### src/rtl/snn_pkg.sv
// Shared definitions for spike-train consumers: decoder state encoding,
// default sizing constants and a saturating-increment helper.
package snn_pkg;

  // Decoder FSM states.
  typedef enum logic {
    DEC_IDLE  = 1'b0,
    DEC_COUNT = 1'b1
  } dec_state_e;

  // Default sizing for the spike-train decoder.
  localparam int DEF_WINDOW_CYCLES = 256;
  localparam int DEF_CNT_W         = 8;
  localparam int DEF_ISI_W         = 16;

  // Increment value by one, clamping at 2^width-1. Works on a 32-bit carrier
  // so callers of any width up to 32 can zero-extend in and truncate out.
  function automatic logic [31:0] sat_inc(input logic [31:0] value,
                                          input int unsigned width);
    logic [31:0] max_val;
    max_val = (width >= 32) ? 32'hFFFF_FFFF : ((32'd1 << width) - 32'd1);
    return (value >= max_val) ? max_val : (value + 32'd1);
  endfunction

endpackage : snn_pkg

### src/rtl/spike_edge_detect.sv
// Rising-edge detector for a spike level line. Keeps a registered copy of
// the previous sample; rise_o is combinational so a consumer can act on the
// event at the same edge that first samples the line high.
module spike_edge_detect (
  input  logic clk,
  input  logic rst,
  input  logic sig_i,
  output logic rise_o
);

  logic prev_q;

  // Previous-sample register; free-running so a level already high when a
  // consumer starts is not mistaken for a fresh event.
  always_ff @(posedge clk or posedge rst) begin
    if (rst) begin
      prev_q <= 1'b0;
    end else begin
      prev_q <= sig_i;
    end
  end

  assign rise_o = sig_i & ~prev_q;

endmodule : spike_edge_detect

### src/rtl/spike_train_decoder.sv
// Spike-train decoder: counts spike events per fixed window and offers each
// window count through a one-entry valid/ready slot, flagging dropped
// results with a sticky overflow. Optional inter-spike-interval measurement
// is compiled in when the macro SPIKE_ISI_EN is defined; otherwise isi_out
// and isi_valid are tied low.
module spike_train_decoder
  import snn_pkg::*;
#(
  parameter int WINDOW_CYCLES = DEF_WINDOW_CYCLES,  // >= 2
  parameter int CNT_W         = DEF_CNT_W,          // <= 32
  parameter int ISI_W         = DEF_ISI_W           // <= 32
) (
  input  logic             clk,
  input  logic             rst,
  input  logic             enable,
  input  logic             spike_in,
  output logic [CNT_W-1:0] rate_out,
  output logic             rate_valid,
  input  logic             rate_ready,
  output logic             overflow,
  output logic [ISI_W-1:0] isi_out,
  output logic             isi_valid
);

  localparam int WIN_W = (WINDOW_CYCLES > 2) ? $clog2(WINDOW_CYCLES) : 1;
  localparam logic [WIN_W-1:0] WIN_LAST = WIN_W'(WINDOW_CYCLES - 1);

  dec_state_e       state_q, state_d;
  logic [WIN_W-1:0] win_q, win_d;
  logic [CNT_W-1:0] acc_q, acc_d;
  logic [CNT_W-1:0] rate_q, rate_d;
  logic             valid_q, valid_d;
  logic             ovf_q, ovf_d;
  logic [CNT_W-1:0] acc_inc;
  logic             spike_evt;
  logic             active;

  spike_edge_detect u_edge (
    .clk    (clk),
    .rst    (rst),
    .sig_i  (spike_in),
    .rise_o (spike_evt)
  );

  // Counting only happens in COUNT while enable is still asserted; a drop of
  // enable in COUNT is the exit cycle and contributes nothing.
  assign active = (state_q == DEC_COUNT) && enable;

  // State and rate-path registers.
  always_ff @(posedge clk or posedge rst) begin
    if (rst) begin
      state_q <= DEC_IDLE;
      win_q   <= '0;
      acc_q   <= '0;
      rate_q  <= '0;
      valid_q <= 1'b0;
      ovf_q   <= 1'b0;
    end else begin
      state_q <= state_d;
      win_q   <= win_d;
      acc_q   <= acc_d;
      rate_q  <= rate_d;
      valid_q <= valid_d;
      ovf_q   <= ovf_d;
    end
  end

  // Next-state logic: FSM, window counter, accumulator and output slot.
  always_comb begin
    state_d = state_q;
    win_d   = win_q;
    acc_d   = acc_q;
    rate_d  = rate_q;
    valid_d = valid_q;
    ovf_d   = ovf_q;
    acc_inc = acc_q;

    // A transfer empties the slot unless a terminal reload below refills it.
    if (valid_q && rate_ready) begin
      valid_d = 1'b0;
    end

    case (state_q)
      DEC_IDLE: begin
        if (enable) begin
          state_d = DEC_COUNT;
        end
      end
      DEC_COUNT: begin
        if (!enable) begin
          // Partial window is discarded; a pending sample stays in the slot.
          state_d = DEC_IDLE;
          win_d   = '0;
          acc_d   = '0;
        end else begin
          acc_inc = spike_evt ? CNT_W'(sat_inc(32'(acc_q), CNT_W)) : acc_q;
          if (win_q == WIN_LAST) begin
            // Terminal cycle: offer the count including this cycle's event.
            win_d = '0;
            acc_d = '0;
            if (!valid_q || rate_ready) begin
              rate_d  = acc_inc;
              valid_d = 1'b1;
            end else begin
              ovf_d = 1'b1;
            end
          end else begin
            win_d = win_q + WIN_W'(1);
            acc_d = acc_inc;
          end
        end
      end
      default: begin
        state_d = DEC_IDLE;
      end
    endcase
  end

  assign rate_out   = rate_q;
  assign rate_valid = valid_q;
  assign overflow   = ovf_q;

`ifdef SPIKE_ISI_EN
  logic [ISI_W-1:0] isi_cnt_q, isi_cnt_d;
  logic [ISI_W-1:0] isi_out_q, isi_out_d;
  logic             armed_q, armed_d;
  logic             isi_valid_q, isi_valid_d;

  // ISI registers.
  always_ff @(posedge clk or posedge rst) begin
    if (rst) begin
      isi_cnt_q   <= '0;
      isi_out_q   <= '0;
      armed_q     <= 1'b0;
      isi_valid_q <= 1'b0;
    end else begin
      isi_cnt_q   <= isi_cnt_d;
      isi_out_q   <= isi_out_d;
      armed_q     <= armed_d;
      isi_valid_q <= isi_valid_d;
    end
  end

  // Interval measurement: the first event only arms, later events report
  // count+1 (the edge-to-edge distance) and restart the counter. Leaving
  // COUNT or sitting in IDLE disarms and clears the counter.
  always_comb begin
    isi_cnt_d   = isi_cnt_q;
    isi_out_d   = isi_out_q;
    armed_d     = armed_q;
    isi_valid_d = 1'b0;
    if (active) begin
      if (spike_evt) begin
        isi_cnt_d = '0;
        armed_d   = 1'b1;
        if (armed_q) begin
          isi_out_d   = ISI_W'(sat_inc(32'(isi_cnt_q), ISI_W));
          isi_valid_d = 1'b1;
        end
      end else begin
        isi_cnt_d = ISI_W'(sat_inc(32'(isi_cnt_q), ISI_W));
      end
    end else begin
      isi_cnt_d = '0;
      armed_d   = 1'b0;
    end
  end

  assign isi_out   = isi_out_q;
  assign isi_valid = isi_valid_q;
`else
  assign isi_out   = '0;
  assign isi_valid = 1'b0;
`endif

endmodule : spike_train_decoder

### config.mk
export PLATFORM = sky130hd
export DESIGN_NAME = spike_train_decoder
export DESIGN_NICKNAME = d
export VERILOG_FILES = /design/src/rtl/snn_pkg.sv /design/src/rtl/spike_edge_detect.sv /design/src/rtl/spike_train_decoder.sv
export SDC_FILE = /design/constraint.sdc
export NUM_CORES = 1
export LEC_CHECK = 0
export CAP_MARGIN = 20
export CORE_MARGIN = 5
export CORE_UTILIZATION = 60
export CTS_CLUSTER_SIZE = 28
export DETAILED_ROUTE_END_ITERATION = 6
export DONT_BUFFER_PORTS = 1
export PLACE_DENSITY = 0.8
export SLEW_MARGIN = 20
export SYNTH_ARGS = -nofsm -noshare
export SYNTH_HDL_FRONTEND = slang
export SYNTH_HIERARCHICAL = 1
export SYNTH_SLANG_ARGS = --single-unit
### constraint.sdc
create_clock -name clk -period 2.25 [get_ports clk]
set_input_delay 0.45 -clock clk [delete_from_list [all_inputs] [get_ports clk]]
set_output_delay 0.45 -clock clk [all_outputs]
set_load 0.005 [all_outputs]
==> impl_results.md <==
* Top cells by area, synth: dfrtp_1, buf_4, o21ai_0, mux2_4, mux2_2
* Worst-path cell chain: nor2b_4, nand4_1, nor3_1, mux2i_1, a31o_2
* Hold WS at 133.3 ps
* Top Ports at 32
* Final setup TNS at 0 ps
* CP Capture Type: flip-flop
* Antenna violations before repair at 0
* Ant diodes at 0
* Crit path max-delay family: simple AND/OR/NAND/NOR gates
* Register area share after synthesis at 42.33%
* PwrDens at 525.3 nW/um2
* Final #Nets at 180
* Syn Inst Count at 174
* Psw at 0.2302 mW
* PostCTS Resize Cnt at 0
* Clock network power share at 23.8%
* First-pass GRT wire length at 4.905 mm
* Root Driver: clkbuf_4
* Worst skew pair latency at 320 ps
* Sequential Power Share at 65.4%
* Ys flop type: dfrtp_1
* Depth of the CTS H-tree at 1
* Leakage power at 0.7918 nW
* Synth warnings at 6
* Crit path max fanout at 11
* Finished Cell Area at 1633 um2
* Worst path bufs/invs at 0
* Post-DR wirelength/cell at 13.99 um
* Total grt overflow at 0
* CP Data Required Time at 2530 ps
* Vias in the first global route at 1090
* Worst-Margin Slew at 624.3 ps
* Die Wd at 62.53 um
* Setup Skew at 2.810 ps
* Via count at 1160
* Die area at 3909 um2
* WP data arrival at 2090 ps
* Final setup vio count at 0
* Initial Util at 61.08%
* WL final at 2.825 mm
* Drc violations at 0
* Clk buf depth at 2
* Synthesized flop and latch total at 28
* Netlist Area Pre-Place at 1655 um2
* Peak supply drop at 0.0004422 V
* Fin crit share at 80.34%
* Share of cells above drive strength 1 at 12.87%
* Max Clk Rate at 0.5532 GHz
* Vias per inst at 5.743
* Max Cap Violations at 0
* CTS tree: done
* Post-synthesis area per instance at 9.513 um2
* I/O Buffers at 0
* Clk sink count at 28
* Crit Path Class: reg -> reg
* Internal at 0.6275 mW
* Combinational Power Share at 10.8%
* Layout overhead on the synthesized area at -1.360%
* Switching share of power at 26.84%
* Tot GR Track Use at 15.18%
* Fin. Hold Viols at 0
* Worst relative slew slack at 58.03%
* Fin crit period at 1808 ps
* 1st-pass router iterations at 4
* Ys async rst share at 100.0%
* Synth cell types at 45
* Status: finished, final reports clean
* Worst Setup Start Kind: flip-flop
* Hold buffers post-CTS at 1
* Slowest CP cell: dfrtp_1
* Post-CTS setup buffer count at 0
* Placed wire-length estimate at 2.089 mm
* Largest net degree at the start of global routing at 20
* RSZ-0062 raised after global routing: no
* Clk slew on worst S/H paths at 140 ps
* Gpl congestion at 0.7766
* Largest area contributor in the netlist: dfrtp_1
* TritonCTS buffer count at 3
* HP Class: in -> reg
* Post-route ant nets at 0
* CP peak stage delay at 420 ps
* Cell Rows at 19
* Die Y at 62.53 um
* Iter 0 DRT Violations at 39
* Synth top area share at 42.33%
* Number of synthesized flops with an enable pin at 0
* Placed Area at 1600 um2
* Core Box Area at 2710 um2
* Max-slew violations at 0
[area by class of cell]
type	count	area (um2)
clock buffers	3	22.52
multi-input cells	127	808.3
fillers	232	1077
inverters	10	37.54
well taps	31	38.79
repair buffers	3	25.02
flip-flops and latches	28	700.7
[cells in the mapped netlist, types with 2 or more instances]
master / count
dfrtp_1: 28
buf_4: 17
o21ai_0: 17
nand2_1: 13
inv_1: 10
nand3_1: 10
a21oi_1: 9
nand4_1: 6
nor2_1: 6
mux2_2: 5
mux2_4: 4
mux2i_1: 4
and3_1: 3
clkbuf_1: 3
nor3_1: 3
a21o_1: 2
a31oi_1: 2
buf_2: 2
ha_1: 2
o31ai_1: 2
xnor2_1: 2
[power groups by stage]
| stage | registers [mW] | clock network (mW) | logic, mW |
|---|---|---|---|
| 6_report | 0.561 | 0.204 | 0.0930 |
| 4_1_cts | 0.560 | 0.213 | 0.0930 |
| 5_1_grt | 0.566 | 0.242 | 0.109 |
| 3_3_place_gp | 0.568 | 0 | 0.0890 |
| 3_5_place_dp | 0.569 | 0 | 0.0912 |
| 2_1_floorplan | 0.560 | 0 | 0.101 |
[through the flow]
step	cells	util [%]	total power [mW]	worst slack, ps
after floorplan	190	-	0.6613	503.6
after global placement	198	59.05	0.6566	447.1
after detailed placement	198	59.05	0.6602	379.2
after CTS	202	60.25	0.8662	433.1
after global routing	202	60.25	0.9167	275.8
final	202	60.25	0.8577	442.3
[cells by family after synthesis]
family          synth area share (%)
xor+xnor                       1.058
flops                          42.33
mux                            9.448
compound gates                 14.89
simple gates                   18.07
fa+ha+maj                      1.511
other cells                   0.2265
buf+inv                        12.47
[worst register-to-register path: stages (launching register included)]
cell     delay, ps
dfrtp_1        420
nor2b_4        250
nand4_1        330
nor3_1         280
mux2i_1        280
a31o_2         190
[flip-flops by register name, indices dropped and copies added, names as in the netlist]
name           flops
win_q              8
overflow           1
rate_out           8
rate_valid         1
state_q            1
u_edge/prev_q      1
acc_q              8
[layer usage]
layer,global-route usage [%],vias to the layer above,share of wire (%)
met1,20.67,540,45
li1,-,574,-
met4,5.570,0,1.5
met5,0,-,0
met2,22.93,40,45
met3,4.317,6,8.2
[worst paths after layout]
| check | from | to | slack, ps | cells past startpoint |
|---|---|---|---|---|
| max in group asynchronous | rst | overflow | 1120 | 3 |
| setup reg to reg | u_edge/prev_q | acc_q[7] | 440 | 5 |
| min in group asynchronous | rst | u_edge/prev_q | 400 | 2 |
| setup / recovery | u_edge/prev_q | acc_q[7] | 440 | 5 |
| hold / removal | enable | state_q | 130 | 0 |
| hold reg to reg | overflow | overflow | 520 | 1 |
[layout by cell type (no fill, tap or decap), types with 2 or more instances in the layout]
cell	n
nor3_1	3
buf_4	2
ha_1	2
o21ai_0	17
mux2_2	5
conb_1	17
mux2_4	4
mux2i_1	4
inv_1	10
a21oi_1	9
a31oi_1	2
a21o_1	2
dfrtp_1	28
nand4_1	6
xnor2_1	2
o31ai_1	2
nor2_1	6
nand3_1	10
nand2_1	13
and3_1	3
clkbuf_4	3
Power figures use the tool's default switching activity.
